## src/rtl/i2s_pkg.sv

```systemverilog
// Shared I2S definitions: word-select encoding, transmitter state type and
// default sample/slot widths used by both the transmitter and the receiver.
package i2s_pkg;

  localparam int   I2S_DATA_W   = 24;
  localparam int   I2S_SLOT_W   = 32;
  localparam logic I2S_WS_LEFT  = 1'b0;
  localparam logic I2S_WS_RIGHT = 1'b1;

  typedef enum logic {
    TX_IDLE = 1'b0,
    TX_RUN  = 1'b1
  } tx_state_t;

  // Counter width for a 0..n-1 range; never narrower than one bit.
  function automatic int i2s_cnt_w(input int n);
    return (n > 1) ? $clog2(n) : 1;
  endfunction

endpackage

```

## src/rtl/i2s_tx_fifo.sv

```systemverilog
// Synchronous frame FIFO for the I2S transmitter. Head is presented
// combinationally (first-word fall-through); pushes at full and pops at
// empty are ignored. Level is a register so full/empty are glitch-free.
module i2s_tx_fifo #(
  parameter  int WIDTH = 48,
  parameter  int DEPTH = 4,
  localparam int AW    = (DEPTH > 1) ? $clog2(DEPTH) : 1,
  localparam int LW    = $clog2(DEPTH) + 1
) (
  input  logic             clk,
  input  logic             reset,
  input  logic             i_push,
  input  logic [WIDTH-1:0] i_data,
  input  logic             i_pop,
  output logic [WIDTH-1:0] o_head,
  output logic [LW-1:0]    o_level,
  output logic             o_full,
  output logic             o_empty
);

  logic [WIDTH-1:0] r_mem [DEPTH];
  logic [AW-1:0]    r_wr_ptr;
  logic [AW-1:0]    r_rd_ptr;
  logic [LW-1:0]    r_level;
  logic             w_push;
  logic             w_pop;

  function automatic logic [AW-1:0] ptr_inc(input logic [AW-1:0] p);
    return (p == AW'(DEPTH - 1)) ? '0 : p + 1'b1;
  endfunction

  assign w_push  = i_push && !o_full;
  assign w_pop   = i_pop && !o_empty;
  assign o_full  = (r_level == LW'(DEPTH));
  assign o_empty = (r_level == '0);
  assign o_level = r_level;
  assign o_head  = r_mem[r_rd_ptr];

  // Storage array, no reset needed: contents are qualified by the level.
  always_ff @(posedge clk) begin
    if (w_push) r_mem[r_wr_ptr] <= i_data;
  end

  // Pointer and occupancy bookkeeping.
  always_ff @(posedge clk or posedge reset) begin
    if (reset) begin
      r_wr_ptr <= '0;
      r_rd_ptr <= '0;
      r_level  <= '0;
    end else begin
      if (w_push) r_wr_ptr <= ptr_inc(r_wr_ptr);
      if (w_pop)  r_rd_ptr <= ptr_inc(r_rd_ptr);
      case ({w_push, w_pop})
        2'b10:   r_level <= r_level + LW'(1);
        2'b01:   r_level <= r_level - LW'(1);
        default: r_level <= r_level;
      endcase
    end
  end

endmodule

```

## src/rtl/i2s_tx.sv

```systemverilog
// I2S master transmitter: divides clk down to SCK, generates WS with the
// standard one-bit delay and shifts stereo frames out MSB-first on SD.
// Optional build macro I2S_TX_TEST_PATTERN_EN adds a test_mode input that
// replaces FIFO frames with an internal ramp (left = ramp, right = ~ramp).
//
//   state   | meaning
//   --------+------------------------------------------------------------
//   TX_IDLE | outputs and counters held at 0, FIFO contents kept
//   TX_RUN  | SCK running, frame loaded on entry and at every frame end
module i2s_tx
  import i2s_pkg::*;
#(
  parameter int DATA_W     = I2S_DATA_W,
  parameter int SLOT_W     = I2S_SLOT_W,
  parameter int SCK_DIV    = 8,
  parameter int FIFO_DEPTH = 4
) (
  input  logic                          clk,
  input  logic                          reset,
  input  logic                          enable,
  input  logic [DATA_W-1:0]             in_left,
  input  logic [DATA_W-1:0]             in_right,
  input  logic                          in_valid,
`ifdef I2S_TX_TEST_PATTERN_EN
  input  logic                          test_mode,
`endif
  output logic                          in_ready,
  output logic                          i2s_sck,
  output logic                          i2s_ws,
  output logic                          i2s_sd,
  output logic                          underrun,
  output logic [15:0]                   underrun_cnt,
  output logic [$clog2(FIFO_DEPTH):0]   fifo_level
);

  localparam int DIV_W   = i2s_cnt_w(SCK_DIV);
  localparam int BIT_W   = i2s_cnt_w(2 * SLOT_W);
  localparam int FRAME_W = 2 * DATA_W;

  tx_state_t          r_state;
  tx_state_t          w_state_nxt;
  logic [DIV_W-1:0]   r_div_cnt;
  logic [BIT_W-1:0]   r_bit_cnt;
  logic               r_sck;
  logic               r_ws;
  logic               r_sd;
  logic [FRAME_W-1:0] r_frame;
  logic               r_underrun;
  logic [15:0]        r_underrun_cnt;

  logic               w_tick;
  logic               w_fall;
  logic               w_load;
  logic               w_run;
  logic               w_use_ramp;
  logic               w_starve;
  logic               w_push;
  logic               w_pop;
  logic [FRAME_W-1:0] w_fifo_head;
  logic [FRAME_W-1:0] w_frame_src;
  logic               w_fifo_full;
  logic               w_fifo_empty;
  logic [BIT_W-1:0]   w_bit_inc;
  logic [BIT_W-1:0]   w_j;
  logic [DATA_W-1:0]  w_chan;
  logic [DATA_W-1:0]  w_chan_shift;
  logic               w_sd_nxt;
  logic               w_ws_nxt;

  // in_ready comes straight from the registered level, so a pop at full
  // only reopens the port on the following cycle.
  assign in_ready = !w_fifo_full;
  assign w_push   = in_valid && in_ready;
  assign w_pop    = w_load && !w_use_ramp && !w_fifo_empty;
  assign w_starve = w_load && !w_use_ramp && w_fifo_empty;

  i2s_tx_fifo #(
    .WIDTH (FRAME_W),
    .DEPTH (FIFO_DEPTH)
  ) u_fifo (
    .clk     (clk),
    .reset   (reset),
    .i_push  (w_push),
    .i_data  ({in_left, in_right}),
    .i_pop   (w_pop),
    .o_head  (w_fifo_head),
    .o_level (fifo_level),
    .o_full  (w_fifo_full),
    .o_empty (w_fifo_empty)
  );

`ifdef I2S_TX_TEST_PATTERN_EN
  logic [DATA_W-1:0] r_ramp;

  assign w_use_ramp  = test_mode;
  assign w_frame_src = w_use_ramp ? {r_ramp, ~r_ramp}
                                  : (w_fifo_empty ? '0 : w_fifo_head);

  // Ramp advances once per test-pattern frame load, wrapping naturally.
  always_ff @(posedge clk or posedge reset) begin
    if (reset)                    r_ramp <= '0;
    else if (w_load && w_use_ramp) r_ramp <= r_ramp + 1'b1;
  end
`else
  assign w_use_ramp  = 1'b0;
  assign w_frame_src = w_fifo_empty ? '0 : w_fifo_head;
`endif

  // State register.
  always_ff @(posedge clk or posedge reset) begin
    if (reset) r_state <= TX_IDLE;
    else       r_state <= w_state_nxt;
  end

  // Next state plus the divider tick, fall event and frame-load strobes.
  always_comb begin
    w_state_nxt = r_state;
    w_tick      = 1'b0;
    w_fall      = 1'b0;
    w_load      = 1'b0;
    w_run       = 1'b0;
    case (r_state)
      TX_IDLE: begin
        if (enable) begin
          w_state_nxt = TX_RUN;
          w_load      = 1'b1;
        end
      end
      TX_RUN: begin
        if (!enable) begin
          w_state_nxt = TX_IDLE;
        end else begin
          w_run  = 1'b1;
          w_tick = (r_div_cnt == DIV_W'(SCK_DIV - 1));
          w_fall = w_tick && r_sck;
          w_load = w_fall && (r_bit_cnt == BIT_W'(2 * SLOT_W - 1));
        end
      end
      default: w_state_nxt = TX_IDLE;
    endcase
  end

  // Bit selection for the current slot position; shifting past DATA_W
  // naturally yields the zero padding at the end of each slot.
  always_comb begin
    w_j    = r_bit_cnt;
    w_chan = r_frame[FRAME_W-1 -: DATA_W];
    if (r_bit_cnt >= BIT_W'(SLOT_W)) begin
      w_j    = r_bit_cnt - BIT_W'(SLOT_W);
      w_chan = r_frame[DATA_W-1:0];
    end
    w_chan_shift = w_chan << w_j;
    w_sd_nxt     = w_chan_shift[DATA_W-1];
    w_bit_inc    = (r_bit_cnt == BIT_W'(2 * SLOT_W - 1)) ? '0 : r_bit_cnt + 1'b1;
    w_ws_nxt     = (w_bit_inc >= BIT_W'(SLOT_W)) ? I2S_WS_RIGHT : I2S_WS_LEFT;
  end

  // SCK divider and serial outputs; anything outside RUN forces them to 0.
  always_ff @(posedge clk or posedge reset) begin
    if (reset) begin
      r_div_cnt <= '0;
      r_bit_cnt <= '0;
      r_sck     <= 1'b0;
      r_ws      <= 1'b0;
      r_sd      <= 1'b0;
    end else if (!w_run) begin
      r_div_cnt <= '0;
      r_bit_cnt <= '0;
      r_sck     <= 1'b0;
      r_ws      <= 1'b0;
      r_sd      <= 1'b0;
    end else begin
      r_div_cnt <= w_tick ? '0 : r_div_cnt + 1'b1;
      if (w_tick) r_sck <= ~r_sck;
      if (w_fall) begin
        r_sd      <= w_sd_nxt;
        r_ws      <= w_ws_nxt;
        r_bit_cnt <= w_bit_inc;
      end
    end
  end

  // Frame register: next frame is captured while the last bit goes out.
  always_ff @(posedge clk or posedge reset) begin
    if (reset)       r_frame <= '0;
    else if (w_load) r_frame <= w_frame_src;
  end

  // Underrun pulse and saturating counter.
  always_ff @(posedge clk or posedge reset) begin
    if (reset) begin
      r_underrun     <= 1'b0;
      r_underrun_cnt <= '0;
    end else begin
      r_underrun <= w_starve;
      if (w_starve && (r_underrun_cnt != 16'hFFFF))
        r_underrun_cnt <= r_underrun_cnt + 16'd1;
    end
  end

  assign i2s_sck      = r_sck;
  assign i2s_ws       = r_ws;
  assign i2s_sd       = r_sd;
  assign underrun     = r_underrun;
  assign underrun_cnt = r_underrun_cnt;

endmodule

```

## config.mk

```make
export PLATFORM = sky130hd
export DESIGN_NAME = i2s_tx
export DESIGN_NICKNAME = d
export VERILOG_FILES = /design/src/rtl/i2s_pkg.sv /design/src/rtl/i2s_tx_fifo.sv /design/src/rtl/i2s_tx.sv
export SDC_FILE = /design/constraint.sdc
export NUM_CORES = 1
export LEC_CHECK = 0
export ABC_AREA = 1
export ABC_CLOCK_PERIOD_IN_PS = 9600
export CAP_MARGIN = 20
export CELL_PAD_IN_SITES_DETAIL_PLACEMENT = 0
export CELL_PAD_IN_SITES_GLOBAL_PLACEMENT = 1
export CORE_MARGIN = 4
export CORE_UTILIZATION = 41
export DETAILED_ROUTE_END_ITERATION = 10
export HOLD_SLACK_MARGIN = 0.05
export PLACE_DENSITY = 0.7
export SLEW_MARGIN = 20
export SYNTH_ARGS = -nofsm -noshare
export SYNTH_HDL_FRONTEND = slang
export SYNTH_SLANG_ARGS = --single-unit
```

## constraint.sdc

```tcl
create_clock -name clk -period 9.6 [get_ports clk]
set_input_delay 1.92 -clock clk [delete_from_list [all_inputs] [get_ports clk]]
set_output_delay 1.92 -clock clk [all_outputs]
set_load 0.05 [all_outputs]
```

==> results.cfg <==
[run_status]
status = finished, final reports clean

[routing]
wire_per_inst_um = 16.6
num_vias = 7195
vias_per_cell = 5.06
drt_iter0_drc = 421
drc = 0
ant_nets = 0
wl_mm = 23.7
drtPass1Iterations = 6

[min_path]
hp-class = flop to flop

[critical_path]
crit_fanout = 52
cp-start-kind = input pin
crit_chain = clkdlybuf4s50_1 -> nand2_1 -> nor2_1 -> nand2_1 -> inv_2 -> nand2_2 -> nand2_4 -> inv_2 -> nor2_4 -> buf_4 -> ha_1 -> inv_1 -> fa_1 -> a21oi_1 -> o21ai_0 -> xnor2_1
reg2reg_slack_ns = 6.01
arrival_ns = 5.22
critical_path.slowest_cell = clkdlybuf4s50_1
critPathTopFamily = buffers and inverters
required_ns = 10.01
worst_setup_path_end_kind = flop
cpPeakStageDelay_ns = 0.50
crit_buf_inv = 5
critPathKind = input pin to flop

[yosys]
synthDistinctLibCells = 35
yosys.area.top_type = edfxtp_1
ys_warn_count = 0
seq_area_frac_synth = 0.693
synth_area_um2 = 11400
ys_ff_latch = 277
postSynthAreaPerCell_um2 = 11.8
synth_top_cell_area_share = 0.506
synthTopCellsByArea = edfxtp_1 51%, dfrtp_1 19%, nand2_1 8.9%
synth_nets = 1031
synthCells = 967

[timing]
slew_violations = 0
period_minus_slack_ns = 4.80
finalCritPeriodShare = 0.500
setup_violations = 0
finalHoldViolCount = 0
fmax_ghz = 0.208
fin_worst_skew_ns = 0.0106
tightest_slew_ns = 1.08
rsz0062_at_grt = no
slew_headroom = 0.283
setup-tns-final_ns = 0

[final_layout]
antennaDiodeCount = 0
layout.nets = 1094
layout-drive-gt1-share = 0.0685
area_delta_synth_final_pct = 16.9
stdcell_area_um2 = 13300

[clock_tree]
tritoncts = built
numCtsBuffers = 28
clock_latency_ns = 0.53
postCtsSetupRepairBufs = 0
numClockSinks = 277
path_clk_slew_ns = 0.06
cts_resized = 0
h-tree-depth = 1
cts_hold_buf = 0
root_buffer = clkbuf_16
clockBufferDepth = 3

[die]
rows = 60
start_util = 0.419
die_h_um = 175
dieWidth_um = 175
num_io_pins = 76
core_area_um2 = 27200
die-area_um2 = 30500

[placement]
numPortBuffers = 75
hpwl_mm = 14.1
routabilityCongestion = 0.802
postPlaceCellArea_um2 = 12500

[power_and_ir_drop]
p_leak_nw = 5.01
combinationalPowerShare = 0.285
internal-power_mw = 2.54
pwr-share-seq = 0.452
clkPwrFrac = 0.263
power_density_nw_per_um2 = 289
swShare = 0.342
power_switching_mw = 1.32
peakVddDrop_mv = 0.150
totalPowerFinal_mw = 3.86

[global_routing]
globalRouteOverflowTotal = 0
grt_max_degree = 99
grt_pass1_wl_mm = 38.1
grtUsageTotal = 0.154
grt_pass1_vias = 6917
antenna_found_initial = 0

[job]
maxCapViolCount = 0
==> stage by stage <==
step	instances	hold WS (ns)	utilization	worst slack (ns)
finish	1423	0.444	0.490	4.80
global route	1423	0.468	0.490	4.47
CTS	1423	0.458	0.490	4.77
detailed placement	1372	0.449	0.458	4.25
global placement	1372	0.438	0.458	4.27
floorplan	967	0.410	-	4.99
==> per-layer routing <==
layer / global-route usage / vias to the layer above / routed length [um]
li1: - / 3540 / -
met1: 0.214 / 3500 / 11100
met2: 0.257 / 122 / 11300
met3: 0.0238 / 33 / 942
met4: 0.0334 / 0 / 391
met5: 0 / - / 0
==> flip-flops by register name, indices dropped and copies added, names as in the netlist <==
name and flops:
i2s_sck 1, r_frame 48, r_bit_cnt 6, u_fifo.r_rd_ptr 2
r_div_cnt 3, i2s_sd 1, r_state 1, u_fifo.r_mem 192
u_fifo.o_level 3, i2s_ws 1, u_fifo.r_wr_ptr 2, underrun 1
underrun_cnt 16
==> power by group through the flow <==
stage / Clock (mW) / Sequential, mW / Combinational, mW
2_1_floorplan: 0 / 1.82 / 0.688
3_5_place_dp: 0 / 1.77 / 1.12
5_1_grt: 1.09 / 1.78 / 1.23
6_report: 1.01 / 1.74 / 1.10
4_1_cts: 1.04 / 1.75 / 1.12
3_3_place_gp: 0 / 1.76 / 1.11
==> final timing paths <==
| path | depth (start not counted) | endpoint | from |
|---|---|---|---|
| worst max-delay path | 16 | u_fifo.o_level[2] | enable |
| worst min-delay path | 1 | r_div_cnt[0] | r_div_cnt[0] |
| worst max register to register | 16 | u_fifo.o_level[2] | r_bit_cnt[0] |
| worst min register to register | 1 | r_div_cnt[0] | r_div_cnt[0] |
| max in group asynchronous | 3 | u_fifo.r_rd_ptr[1] | reset |
| min in group asynchronous | 2 | r_div_cnt[0] | reset |
==> logic make-up after synthesis <==
group           after synthesis  synth area share
simple gates                359             0.130
compound gates              194             0.111
flops                       277             0.693
buf+inv                     113            0.0432
fa+ha+maj                    12            0.0138
xor+xnor                     12           0.00922
==> worst reg2reg max path: stages, from the launching register on <==
cell     delay (ns)
dfrtp_1        0.59
ha_1           0.24
nand2_1        0.10
nor2_4         0.12
nand2_2        0.08
nor2_4         0.11
nand2_2        0.07
nand2_4        0.21
inv_2          0.29
nor2_4         0.14
buf_4          0.45
ha_1           0.25
inv_1          0.07
fa_1           0.38
a21oi_1        0.14
o21ai_0        0.11
xnor2_1        0.13
==> area by class of cell <==
| type | count | area (um^2) |
|---|---|---|
| fill | 2517 | 13900 |
| sequential | 277 | 7900 |
| multi-input combinational | 577 | 3040 |
| timing repair buffer | 85 | 826 |
| clock buffer | 36 | 772 |
| tap | 372 | 465 |
| inverter | 61 | 230 |
| clock inverter | 15 | 92.6 |
==> synth_stat cells <==
cell type	number
fa_1	1
xor2_1	8
o21ai_2	2
clkbuf_1	26
buf_1	7
nand3b_1	3
nand2_1	271
a22o_1	26
xnor2_1	4
o21ai_1	4
buf_4	5
and3_1	1
o211ai_1	3
ha_1	11
o21a_1	1
clkinv_1	1
o21ai_0	46
dfrtp_1	85
o21bai_1	1
edfxtp_1	192
a31oi_1	1
nor3_1	7
nand2_4	2
a21oi_1	62
nand2_2	2
nor4_1	2
inv_1	55
inv_2	5
nand3_1	32
a32oi_1	48
nor2_1	30
nor2_4	4
buf_6	5
nand4_1	5
buf_2	9
==> placed cells by master, fill, tap and decap left out, types with 7 or more instances in the layout <==
master and n:
edfxtp_1 192, clkinv_2 9, nand3_1 32, inv_1 54, nor3_1 7, clkbuf_16 29, xor2_1 8, o21ai_0 46
nor2_4 8, a22o_1 26, nor2_1 26, clkdlybuf4s50_1 75, a21oi_1 62, dfrtp_1 83, a32oi_1 48, buf_4 10
nand2_1 271, clkinv_1 7, ha_1 11
(Power assumes the default switching activity.)
